==> src/rtl/acumulador_multicanal_pkg.sv <==
// Shared types and helpers for the multichannel accumulator: FSM state encoding
// and the clog2 helper used to size the channel index.
package acumulador_multicanal_pkg;

  typedef enum logic {
    ST_IDLE = 1'b0,
    ST_ADD  = 1'b1
  } state_t;

  function automatic int clog2(input int n);
    int r;
    r = 0;
    for (int i = 0; i < 32; i++) begin
      if ((1 << r) < n) r = r + 1;
    end
    return r;
  endfunction

endpackage

==> src/rtl/acumulador_multicanal_if.sv <==
// Request/response bundle of the multichannel accumulator.
// Requests (load, transf, ch_clr) are single-cycle pulses with no ready signal:
// busy high means any request is dropped and err pulses the following cycle;
// out_valid pulses for one cycle when out/carry hold a freshly transferred value.
interface acumulador_multicanal_if
  import acumulador_multicanal_pkg::*;
#(
  parameter int WIDTH    = 16,
  parameter int CHANNELS = 4
);
  localparam int CH_BITS = clog2(CHANNELS);

  logic               load;
  logic               transf;
  logic               ch_clr;
  logic               sat_mode;
  logic [CH_BITS-1:0] ch_sel;
  logic [WIDTH-1:0]   in;
  logic [WIDTH-1:0]   out;
  logic               carry;
  logic               out_valid;
  logic               busy;
  logic               err;
  state_t             state;

  modport master (
    output load, transf, ch_clr, sat_mode, ch_sel, in,
    input  out, carry, out_valid, busy, err, state
  );

  modport slave (
    input  load, transf, ch_clr, sat_mode, ch_sel, in,
    output out, carry, out_valid, busy, err, state
  );

endinterface

==> src/rtl/acumulador_multicanal_soma_sat.sv <==
// Shared combinational adder: WIDTH-bit unsigned sum with carry out and an
// optional clamp to all-ones on overflow.
module acc_soma_sat #(
  parameter int WIDTH = 16
) (
  input  logic [WIDTH-1:0] a,
  input  logic [WIDTH-1:0] b,
  input  logic             sat,
  output logic [WIDTH-1:0] res,
  output logic             cout
);

  logic [WIDTH:0] sum;

  always_comb begin
    sum  = {1'b0, a} + {1'b0, b};
    cout = sum[WIDTH];
    res  = (sat && sum[WIDTH]) ? {WIDTH{1'b1}} : sum[WIDTH-1:0];
  end

endmodule

==> src/rtl/acumulador_multicanal.sv <==
// CHANNELS independent unsigned accumulators sharing one adder; a load takes two
// cycles (IDLE capture, ADD writeback), transfers and channel clears take one.
module acumulador_multicanal
  import acumulador_multicanal_pkg::*;
#(
  parameter int WIDTH    = 16,
  parameter int CHANNELS = 4
) (
  input logic                     clk,
  input logic                     clear,
  acumulador_multicanal_if.slave  bus
);

  localparam int CH_BITS = clog2(CHANNELS);

  state_t state_q, state_d;

  logic [WIDTH-1:0]   acc [CHANNELS];
  logic [CHANNELS-1:0] flag;

  logic [WIDTH-1:0]   op_q;
  logic [CH_BITS-1:0] op_ch_q;
  logic               op_sat_q;

  logic [WIDTH-1:0]   out_q;
  logic               carry_q;
  logic               out_valid_q;
  logic               err_q;

  logic               any_req, ch_ok;
  logic               do_clr, do_load, do_xfer, do_add, err_d;
  logic [WIDTH-1:0]   add_a, sum_res, rd_acc;
  logic               rd_flag, sum_cout;

  // Channel muxes: the adder reads the captured channel, transfers read ch_sel.
  always_comb begin
    add_a   = '0;
    rd_acc  = '0;
    rd_flag = 1'b0;
    for (int i = 0; i < CHANNELS; i++) begin
      if (op_ch_q == CH_BITS'(i)) add_a = acc[i];
      if (bus.ch_sel == CH_BITS'(i)) begin
        rd_acc  = acc[i];
        rd_flag = flag[i];
      end
    end
  end

  acc_soma_sat #(.WIDTH(WIDTH)) u_soma (
    .a    (add_a),
    .b    (op_q),
    .sat  (op_sat_q),
    .res  (sum_res),
    .cout (sum_cout)
  );

  always_ff @(posedge clk) begin
    if (clear) state_q <= ST_IDLE;
    else       state_q <= state_d;
  end

  // Illegal channel beats everything; ch_clr beats load/transf without an error.
  always_comb begin
    state_d = state_q;
    do_clr  = 1'b0;
    do_load = 1'b0;
    do_xfer = 1'b0;
    do_add  = 1'b0;
    err_d   = 1'b0;
    any_req = bus.load || bus.transf || bus.ch_clr;
    ch_ok   = int'(bus.ch_sel) < CHANNELS;
    case (state_q)
      ST_IDLE: begin
        if (any_req) begin
          if (!ch_ok)                        err_d = 1'b1;
          else if (bus.ch_clr)               do_clr = 1'b1;
          else if (bus.load && bus.transf)   err_d = 1'b1;
          else if (bus.load) begin
            do_load = 1'b1;
            state_d = ST_ADD;
          end
          else                               do_xfer = 1'b1;
        end
      end
      ST_ADD: begin
        do_add  = 1'b1;
        err_d   = any_req;
        state_d = ST_IDLE;
      end
      default: state_d = ST_IDLE;
    endcase
  end

  always_ff @(posedge clk) begin
    if (clear) begin
      for (int i = 0; i < CHANNELS; i++) acc[i] <= '0;
      flag        <= '0;
      op_q        <= '0;
      op_ch_q     <= '0;
      op_sat_q    <= 1'b0;
      out_q       <= '0;
      carry_q     <= 1'b0;
      out_valid_q <= 1'b0;
      err_q       <= 1'b0;
    end else begin
      out_valid_q <= do_xfer;
      err_q       <= err_d;
      if (do_load) begin
        op_q     <= bus.in;
        op_ch_q  <= bus.ch_sel;
        op_sat_q <= bus.sat_mode;
      end
      if (do_xfer) begin
        out_q   <= rd_acc;
        carry_q <= rd_flag;
      end
      for (int i = 0; i < CHANNELS; i++) begin
        if (do_clr && bus.ch_sel == CH_BITS'(i)) begin
          acc[i]  <= '0;
          flag[i] <= 1'b0;
        end else if (do_add && op_ch_q == CH_BITS'(i)) begin
          acc[i] <= sum_res;
          if (sum_cout) flag[i] <= 1'b1;
        end else if (do_xfer && bus.ch_sel == CH_BITS'(i)) begin
          flag[i] <= 1'b0;
        end
      end
    end
  end

  assign bus.out       = out_q;
  assign bus.carry     = carry_q;
  assign bus.out_valid = out_valid_q;
  assign bus.busy      = (state_q == ST_ADD);
  assign bus.err       = err_q;
  assign bus.state     = state_q;

endmodule

==> src/flat_wrapper.sv <==
// flat-port wrapper written by rule: the top's interface ports become plain ports
module acumulador_multicanal_flat import acumulador_multicanal_pkg::*;
#(
  parameter int WIDTH    = 16,
  parameter int CHANNELS = 4
)
  (clk, clear, bus_load, bus_transf, bus_ch_clr, bus_sat_mode, bus_ch_sel, bus_in, bus_out, bus_carry, bus_out_valid, bus_busy, bus_err, bus_state);
  acumulador_multicanal_if #(.WIDTH(WIDTH), .CHANNELS(CHANNELS)) bus_i ();
  input logic clk;
  input logic clear;
  input wire logic [$bits(bus_i.load)-1:0] bus_load;
  input wire logic [$bits(bus_i.transf)-1:0] bus_transf;
  input wire logic [$bits(bus_i.ch_clr)-1:0] bus_ch_clr;
  input wire logic [$bits(bus_i.sat_mode)-1:0] bus_sat_mode;
  input wire logic [$bits(bus_i.ch_sel)-1:0] bus_ch_sel;
  input wire logic [$bits(bus_i.in)-1:0] bus_in;
  output wire logic [$bits(bus_i.out)-1:0] bus_out;
  output wire logic [$bits(bus_i.carry)-1:0] bus_carry;
  output wire logic [$bits(bus_i.out_valid)-1:0] bus_out_valid;
  output wire logic [$bits(bus_i.busy)-1:0] bus_busy;
  output wire logic [$bits(bus_i.err)-1:0] bus_err;
  output wire logic [$bits(bus_i.state)-1:0] bus_state;
  assign bus_i.load = bus_load;
  assign bus_i.transf = bus_transf;
  assign bus_i.ch_clr = bus_ch_clr;
  assign bus_i.sat_mode = bus_sat_mode;
  assign bus_i.ch_sel = bus_ch_sel;
  assign bus_i.in = bus_in;
  assign bus_out = bus_i.out;
  assign bus_carry = bus_i.carry;
  assign bus_out_valid = bus_i.out_valid;
  assign bus_busy = bus_i.busy;
  assign bus_err = bus_i.err;
  assign bus_state = bus_i.state;
  acumulador_multicanal #(.WIDTH(WIDTH), .CHANNELS(CHANNELS)) u_core (.clk(clk), .clear(clear), .bus(bus_i));
endmodule
==> config.mk <==
export PLATFORM = sky130hd
export DESIGN_NAME = acumulador_multicanal_flat
export DESIGN_NICKNAME = d
export VERILOG_FILES = /design/src/rtl/acumulador_multicanal_pkg.sv /design/src/rtl/acumulador_multicanal_if.sv /design/src/rtl/acumulador_multicanal_soma_sat.sv /design/src/rtl/acumulador_multicanal.sv /design/src/flat_wrapper.sv
export SDC_FILE = /design/constraint.sdc
export NUM_CORES = 1
export LEC_CHECK = 0
export ABC_CLOCK_PERIOD_IN_PS = 3120
export CELL_PAD_IN_SITES_DETAIL_PLACEMENT = 1
export CELL_PAD_IN_SITES_GLOBAL_PLACEMENT = 1
export CORE_MARGIN = 2
export CORE_UTILIZATION = 40
export DETAILED_ROUTE_END_ITERATION = 10
export PLACE_DENSITY = 0.81
export SETUP_SLACK_MARGIN = 0.4
export SLEW_MARGIN = 40
export SYNTH_ARGS = -nofsm -noshare
export SYNTH_HDL_FRONTEND = slang
export SYNTH_SLANG_ARGS = --single-unit
export TNS_END_PERCENT = 5
==> constraint.sdc <==
create_clock -name clk -period 3.12 [get_ports clk]
set_input_delay 0.624 -clock clk [delete_from_list [all_inputs] [get_ports clk]]
set_output_delay 0.624 -clock clk [all_outputs]
set_load 0.005 [all_outputs]
Word level (Yosys, flattened, before mapping)
Memory sizes are Yosys's and may differ from the RTL's.
Index checks and enable logic that the tools add are counted.
Widths: inputs -> output; s select.
Word-level totals
  register bits: 43
  RAM bits: 64
  input port bits: 24
  output and inout port bits: 21
  word-level logic and storage cells: 142
  memories: 1
Memories
  u_core.acc: depth 4, bits a word 16, read ports 4, clocked after memory_dff 0, write ports 4, RTL line acumulador_multicanal.sv:18  | logic [WIDTH-1:0] acc [CHANNELS];
Cells by class
  $add $sub $neg: 1
  equality and inequality tests: 10
  mux-type cells: 79
  bitwise operators: 9
  reductions and logical operators: 30
Operator list (number)
  $mux 16: 17
  $mux 1: 60
  $add 16x16->17: 1
  $logic_and 1x1->1: 14
  $eq 2x2->1 const B: 4
  $ne 2x2->1 const B: 4
  $or 1x1->1: 8
  $reduce_and 2->1: 4
  $reduce_bool 2->1: 4
  $reduce_or 2->1: 4
  $eq 2x1->1 const B: 2
  $logic_not 2->1: 2
  $pmux 1 s2: 2
  $logic_or 1x1->1: 2
  $not 1->1: 1

Logic depth before layout (Yosys ltp)
Gate-level depths: netlist of the first run.
  depth in word-level cells: 10
  gate-level depth with buffers: 13
  gate-level depth less buffers: 10

Hierarchy
A second synthesis of the first run with hierarchy kept.
Unflattened totals
  cells, all modules: 470
  area, all modules: 5681.7 µm²
Modules (own cells, without submodules)
  acumulador_multicanal: times used 1, cells an instance 346, area each 4787.1 µm², sequential area each 2782.7 µm²
  acc_soma_sat: times used 1, cells an instance 124, area each 894.6 µm², sequential area each 0.0 µm²

Least setup slack after synthesis of the first run
OpenSTA, ideal clock, no wires.
  path type: register -> register
  start: register u_core.op_ch_q[0]
  end: memory u_core.acc[1][13], data pin
  arrival: 3051 ps
  path slack: -196 ps
  stages on the path, launching flop included: 14
  buffers on the path: 3
  period minus slack after synthesis: 3316 ps
  path through: dfxtp_1 buf_2 buf_2 mux4_2 ha_1 inv_1 fa_1 nor2b_1 o2111a_1 o21ai_0 a31oi_1 buf_2 a21oi_1 nor2_1
RTL lines
  start, declared: RTL line acumulador_multicanal.sv:22  | logic [CH_BITS-1:0] op_ch_q;
  start signal, assigned: RTL line acumulador_multicanal.sv:110  | op_ch_q <= bus.ch_sel;
  end, declared: RTL line acumulador_multicanal.sv:18

==> results of run 1 <==
==> cell families (layout without fill, tap and decap cells) <==
family | count (synthesis) | in the layout | share of synthesized area
multiplexers | 34 | 34 | 0.136
AND/OR/NAND/NOR | 198 | 198 | 0.152
flip-flops | 107 | 107 | 0.504
XOR/XNOR | 8 | 8 | 0.0127
AO/OA/AOI/OAI | 111 | 111 | 0.124
adder cells (fa/ha/maj) | 17 | 17 | 0.0399
buffers and inverters | 43 | 102 | 0.0322
==> layout make-up <==
class | instances | area (sq um)
inverter | 6 | 22.5
clock buffer | 14 | 254
tap | 176 | 220
clock inverter | 2 | 11.3
fill | 1441 | 6420
timing repair buffer | 80 | 788
sequential | 107 | 2790
multi-input combinational | 368 | 2850
==> timing repair <==
item	in CTS	in global routing
endpoints found under the hold margin	0	0
cloned	1	0
setup endpoints to repair	68	68
resized for setup	36	12
pin swaps	15	9
hold buffers	0	0
buffers inserted	5	3
==> synthesized netlist by cell type, drive strengths merged, types with 2 or more instances <==
cell type / number / share of area
ha: 16 / 0.036
nand3: 3 / 0.0027
nor3b: 2 / 0.0027
o31ai: 2 / 0.0027
nand4: 4 / 0.0045
nor3: 3 / 0.0027
buf: 18 / 0.015
xnor2: 4 / 0.0063
inv: 6 / 0.0041
nand2b: 5 / 0.0057
a31oi: 2 / 0.0023
edfxtp: 64 / 0.35
xor2: 4 / 0.0063
nand2: 87 / 0.059
nor2b: 3 / 0.0034
a311oi: 3 / 0.0048
a311o: 3 / 0.0054
or3: 7 / 0.0079
o21ai: 11 / 0.010
a21oi: 68 / 0.066
mux4: 33 / 0.13
clkbuf: 19 / 0.013
o22ai: 2 / 0.0023
o21a: 4 / 0.0054
nor2: 78 / 0.053
dfxtp: 43 / 0.16
a21o: 8 / 0.011
==> how the worst max path moves through the flow <==
stage                                 start                 to
after CTS                 u_core.op_ch_q[0]  u_core.acc[1][11]
after global placement    u_core.op_ch_q[0]  u_core.acc[1][13]
final                     u_core.op_ch_q[0]  u_core.acc[2][10]
after floorplan           u_core.op_ch_q[0]  u_core.acc[1][11]
after global routing      u_core.op_ch_q[0]  u_core.acc[1][14]
after detailed placement  u_core.op_ch_q[0]  u_core.acc[1][13]
==> metrics by stage <==
stage / area [sq um] / hold slack (ps)
global placement: 6350 / 444
global route: 6930 / 484
CTS: 6860 / 463
floorplan: 5630 / 440
detailed placement: 6350 / 453
finish: 6930 / 460
==> registers in the layout, summed over array words and instances (netlist names) <==
| register | cells |
|---|---|
| u_core.bus.carry | 1 |
| u_core.bus.out | 16 |
| u_core.bus.busy | 1 |
| u_core.bus.out_valid | 1 |
| u_core.flag | 4 |
| u_core.op_ch_q | 2 |
| u_core.op_q | 16 |
| u_core.op_sat_q | 1 |
| u_core.acc | 64 |
| u_core.bus.err | 1 |
==> worst reg2reg max path, stage by stage (launching register included) <==
cell and delay, ps:
dfxtp_4 430, buf_12 140, mux4_2 540, ha_4 290, a21o_1 210, a21oi_1 320
a21oi_1 190, or3_1 360, a21oi_2 240, nor2_1 80
==> per-layer routing <==
layer	GRT usage	share of wire	vias to the layer above
met3	0.0463	0.046	36
met1	0.290	0.42	2186
met2	0.420	0.51	129
met5	0	0	-
li1	-	-	1986
met4	0.111	0.028	0
==> power groups by stage <==
stage	clock [mW]	sequential, mW	combinational, mW
3_3_place_gp	0	1.61	0.406
6_report	1.07	1.59	0.467
3_5_place_dp	0	1.62	0.422
4_1_cts	1.09	1.59	0.456
2_1_floorplan	0	1.60	0.270
5_1_grt	1.14	1.59	0.501
==> summary.md, run 1 <==
| Metric | Value |
|---|---|
| Crit path required time | 3200 ps |
| Sequential fraction of the synthesis area | 0.504 |
| Rel. slew slack | 0.419 |
| Diodes inserted | 0 |
| First-pass GRT wire length | 26400 microns |
| FMAX | 0.324 GHz |
| Slew Limit Fails | 0 |
| Num Clock Sinks | 107 |
| Pre-CTS WS | -77.3 ps |
| DR DRC count | 0 |
| Antenna-violating nets left | 0 |
| Initial antenna violation count | 0 |
| GRT Total Usage | 0.241 |
| CP bufs+invs | 1 |
| VDD IR max | 263 uV |
| Crit-path slowest cell | mux4_2 |
| Max Cap Violations | 0 |
| Core Area | 13300 sq um |
| CP top delay family | compound AO/OA/AOI/OAI gates |
| Sw power | 796 uW |
| Layout Nets | 613 |
| Number of synthesized flops with an enable pin | 64 |
| Crit path kind | reg2reg |
| Boundary Pins | 45 |
| Crit path largest cell delay | 540 ps |
| Most common cell after layout, fill and taps aside | nand2_1 |
| Die W | 122 microns |
| Non-filler instance count after layout | 753 |
| Hold path endpoint | u_core.bus.out[12] |
| Top FF cell, synth | edfxtp_1 |
| Drt wl/cell | 22.4 microns |
| Syn avg cell area | 10.7 sq um |
| 1st-pass router iterations | 5 |
| Layout cells sized above 1 | 0.232 |
| Area delta synth->final | 25.4% |
| Final Skew | 9.77 ps |
| CTS tree | done |
| Unique masters post-synth | 47 |
| Min cycle time layout | 3090 ps |
| Hold Fails Final Rpt | 0 |
| Root Buffer | clkbuf_16 |
| Vias per cell | 5.76 |
| Sw frac | 0.255 |
| Final worst setup slack | 32.5 ps |
| Worst-path clk slew | 70 ps |
| CP Capture Type | flip-flop |
| RSZ-0062 raised after global routing | true |
| GP Congestion | 0.925 |
| Fin Setup TNS | 0 ps |
| Launching element type of the critical path | flip-flop |
| Outcome | complete, no violations |
| Internal power | 2.33 mW |
| Vias in the first global route | 4781 |
| Hold Crit Start | u_core.bus.out[12] |
| Endpoints failing setup | 0 |
| CP most frequent cell | a21oi_1 |
| Worst EP arrival | 3160 ps |
| Critical R2R Capture | u_core.acc[2][10] |
| Power Density | 451 nW/um^2 |
| Worst Hold Class | reg2reg |
| Worst-Margin Slew | 872 ps |
| WP depth | 9 |
| GRT overflow | 0 |
| Mapped Area | 5530 sq um |
| R2R Path Start | u_core.op_ch_q[0] |
| Worst reg2reg setup slack | 30 ps |
| Placed insts | 728 |
| Clk buf depth | 2 |
| Synth warn | 0 |
| Worst-path cell chain | buf_12 > mux4_2 > ha_4 > a21o_1 > a21oi_1 > a21oi_1 > or3_1 > a21oi_2 > nor2_1 |
| Die area | 14800 sq um |
| Cts bufs inserted | 9 |
| Port bufs | 44 |
| Combinational share of power | 0.149 |
| Clock network power share | 0.343 |
| Drt total wl | 16900 microns |
| Fin crit share | 0.990 |
| Seq pwr share | 0.508 |
| Final core utilization | 0.519 |
| Vert. Die Dim | 122 microns |
| Largest net degree at the start of global routing | 29 |
| Mapped Cells | 518 |
| Worst R2R Path Depth | 9 |
| H-tree Lvls | 3 |
| Routed via count | 4337 |
| Hold depth | 2 |
| Synth Register Bits | 107 |
| Initial DRC count | 367 |
| Most frequent cells in the layout | nand2_1, nor2_1, edfxtp_1, a21oi_1, clkdlybuf4s50_1 |
| Async SR Flop Fraction | 0 |
| CP Max Fanout | 5 |
| P_leak | 2.40 nW |
| Final total power | 3.12 mW |
| Initial Util | 0.414 |
| Worst skew pair latency | 360 ps |
| DP HPWL | 11300 microns |
| Row count | 42 |
| Syn_nets | 559 |
(Power assumes the default switching activity.)
==> run 2: changes to the inputs <==
--- a/config.mk
+++ b/config.mk
@@ -5,16 +5,17 @@
 export SDC_FILE = /design/constraint.sdc
 export NUM_CORES = 1
 export LEC_CHECK = 0
-export ABC_CLOCK_PERIOD_IN_PS = 3120
+export ABC_CLOCK_PERIOD_IN_PS = 2700
 export CELL_PAD_IN_SITES_DETAIL_PLACEMENT = 1
 export CELL_PAD_IN_SITES_GLOBAL_PLACEMENT = 1
 export CORE_MARGIN = 2
-export CORE_UTILIZATION = 40
+export CORE_UTILIZATION = 43
 export DETAILED_ROUTE_END_ITERATION = 10
-export PLACE_DENSITY = 0.81
+export PLACE_DENSITY = 0.84
 export SETUP_SLACK_MARGIN = 0.4
 export SLEW_MARGIN = 40
 export SYNTH_ARGS = -nofsm -noshare
 export SYNTH_HDL_FRONTEND = slang
+export SYNTH_HIERARCHICAL = 1
 export SYNTH_SLANG_ARGS = --single-unit
 export TNS_END_PERCENT = 5
==> constraint.sdc (replaced) <==
create_clock -name clk -period 2.7 [get_ports clk]
set_input_delay 0.54 -clock clk [delete_from_list [all_inputs] [get_ports clk]]
set_output_delay 0.54 -clock clk [all_outputs]
set_load 0.005 [all_outputs]
==> run 2 against run 1 <==
  * The flow now finishes with violations (setup timing)
  * Die area shrank 4.2%
  * Synthesized area grew 2.8%
  * Largest power group unchanged
  * Maximum frequency down 3.6%
  * Critical path depth rose by 1
  * Clock power rose by 19%
  * Critical endpoint is now u_core/acc[2][8]
==> summary.md, run 2 <==
| Metric | Value |
|---|---|
| Outcome | finished, violations left |
| Violated checks | setup timing |
| Syn_nets | 511 (-8.6%) |
| Port bufs | 44 (unchanged) |
| Die W | 119 microns (-2.1%) |
| Rel. slew slack | 0.515 (+0.0962) |
| Endpoints failing setup | 68 (+68) |
| Final Skew | 8.02 ps (-1.76 ps) |
| Top reg by flops | u_core/acc |
| VDD IR max | 348 uV (+32%) |
| Top cells by area, synth | edfxtp_1, dfxtp_1, mux4_2, and2_1, ha_1 |
| Slew Limit Fails | 0 (unchanged) |
| Most frequent cells in the layout | edfxtp_1, buf_4, nand2_1, clkdlybuf4s50_1, dfxtp_1 |
| First-pass GRT wire length | 27200 microns (+3.0%) |
| Yosys top cell by area | edfxtp_1 |
| CTS Hold Bufs | 0 (unchanged) |
| Clk buf depth | 2 (unchanged) |
| Hold slack final | 469 ps (+9.07 ps) |
| CTS tree | done |
| Mapped Area | 5680 sq um (+2.8%) |
| Crit path kind | reg2reg |
| Launching element type of the critical path | flip-flop |
| Initial antenna violation count | 1 (+1) |
| Fin Setup TNS | -30260 ps (-30260 ps) |
| Hold depth | 2 (unchanged) |
| Worst R2R Path Depth | 10 (+1) |
| Setup crit start | u_core/op_ch_q[0] |
| Worst-Margin Slew | 727 ps (-145 ps) |
| Min cycle time layout | 3200 ps (+114 ps) |
| Synth Register Bits | 107 (unchanged) |
| Hold Crit Start | u_core/op_q[14] |
| Boundary Pins | 45 (unchanged) |
| Initial DRC count | 447 (+22%) |
| Diodes inserted | 0 (unchanged) |
| CP Capture Type | flip-flop |
| DP HPWL | 11300 microns (about the same) |
| Max Cap Violations | 0 (unchanged) |
| # fillers | 1273 (-12%) |
| Row count | 41 (-2.4%) |
| Sequential fraction of the synthesis area | 0.490 (-0.0139) |
| Multi-input logic area | 3110 sq um (+9.3%) |
| Routed via count | 4378 (+0.95%) |
| RSZ-0062 raised after global routing | true |
| Non-filler instance count after layout | 738 (-2.0%) |
| Pre-CTS WS | -587 ps (-510 ps) |
| P_leak | 2.78 nW (+15%) |
| Antenna-violating nets left | 0 (unchanged) |
| Number of synthesized flops with an enable pin | 64 (unchanged) |
| DR DRC count | 0 (unchanged) |
| Die area | 14100 sq um (-4.2%) |
| Syn avg cell area | 12.1 sq um (+13%) |
| R2R Path Start | u_core/op_ch_q[0] |
| FMAX | 0.312 GHz (-3.6%) |
| Vias per cell | 5.93 (+3.0%) |
| Worst skew pair latency | 350 ps (about the same) |
| CP Max Fanout | 4 (-1) |
| Post-synth top cells | and2_1, edfxtp_1, nand2_1 |
| Num Clock Sinks | 107 (unchanged) |
| GRT overflow | 0 (unchanged) |
| Synth warn | 6 (+6) |
| Vert. Die Dim | 119 microns (-2.1%) |
| Hold Fails Final Rpt | 0 (unchanged) |
| Mapped Cells | 470 (-9.3%) |
| Drt wl/cell | 23.9 microns (+6.6%) |
| 1st-pass router iterations | 4 (-1) |
| Synth top area share | 0.338 (-0.00957) |
| Drt total wl | 17600 microns (+4.4%) |
| Crit path required time | 2920 ps (-280 ps) |
| Fin crit share | 1.19 (+0.196) |
| Most common cell after layout, fill and taps aside | edfxtp_1 |
| Power Density | 498 nW/um^2 (+10%) |
| Max FFs per register | 64 (unchanged) |
| Register area | 2790 sq um (unchanged) |
| Worst-path clk slew | 70 ps (about the same) |
| Cts bufs inserted | 9 (unchanged) |
| GRT Total Usage | 0.250 (+0.00845) |
| Layout cells sized above 1 | 0.353 (+0.121) |
| Root Buffer | clkbuf_16 |
| Unique masters post-synth | 59 (+26%) |
| Initial Util | 0.445 (+0.0309) |
| Final worst setup slack | -502 ps (-534 ps) |
| GP Congestion | 0.770 (-17%) |
| Largest net degree at the start of global routing | 32 (+10%) |
| Core Area | 12800 sq um (-4.3%) |
| Worst EP arrival | 3420 ps (+260 ps) |
| Area delta synth->final | 31.1% |
| H-tree Lvls | 3 (unchanged) |
| Layout Nets | 602 (-1.8%) |
| Async SR Flop Fraction | 0 (unchanged) |
| Worst Hold Class | reg2reg |
| Placed insts | 715 (-1.8%) |
| Vias in the first global route | 4874 (+1.9%) |
| Top FF cell, synth | edfxtp_1 |
run 2: what timing repair did:
| item | 4_1_cts | 5_1_grt |
|---|---|---|
| setup endpoints to repair | 68 | 68 |
| gates resized for setup | 45 | 49 |
| pin swaps | 8 | 16 |
| setup buffers | 6 | 1 |
run 2: final cells by class:
class                           count  share of cell area
Timing Repair Buffer              111               0.140
Sequential cell                   107               0.374
Clock buffer                        9              0.0302
Inverter                            4             0.00202
Multi-Input combinational cell    328               0.418
Clock inverter                      7             0.00689
Tap cell                          172              0.0289
run 2: routing by layer:
layer | vias to the layer above | routed length (microns) | global-route usage
met3 | 36 | 1080 | 0.0508
met5 | - | 13 | 0
li1 | 1955 | - | -
met4 | 2 | 446 | 0.0863
met2 | 154 | 9170 | 0.443
met1 | 2231 | 6930 | 0.301
run 2: cells by family after synthesis:
| group | synth area share |
|---|---|
| AND/OR/NAND/NOR | 0.163 |
| multiplexers | 0.133 |
| flip-flops | 0.490 |
| buffers and inverters | 0.0350 |
| XOR/XNOR | 0.00617 |
| AO/OA/AOI/OAI | 0.134 |
| adder cells (fa/ha/maj) | 0.0388 |
run 2: critical path: stages, from the launching register on:
cell and delay [ps]:
dfxtp_4 390, mux4_2 550, ha_4 190, fa_2 330
a21o_1 210, a311oi_4 380, buf_4 190, o21ai_0 150
and3_1 220, o21ai_1 270, and2_1 190
run 2: worst paths after layout:
kind	endpoint	slack, ps
worst min register to register	u_core/op_q[14]	470
worst max-delay path	u_core/acc[2][8]	-500
worst min-delay path	u_core/op_q[14]	470
worst max register to register	u_core/acc[2][8]	-500
run 2: stage by stage:
| step | instance area (sq um) | util | power, mW |
|---|---|---|---|
| after floorplan | 5760 | - | 2.15 |
| after global placement | 6710 | 0.525 | 2.35 |
| after detailed placement | 6720 | 0.526 | 2.38 |
| after CTS | 7210 | 0.564 | 3.64 |
| after global routing | 7450 | 0.583 | 3.83 |
| final | 7450 | 0.583 | 3.71 |
run 2: power by group:
part	total (mW)	switching [mW]	internal (mW)
Sequential	1.83	0.0395	1.79
Clock	1.27	0.636	0.632
Combinational	0.612	0.327	0.285
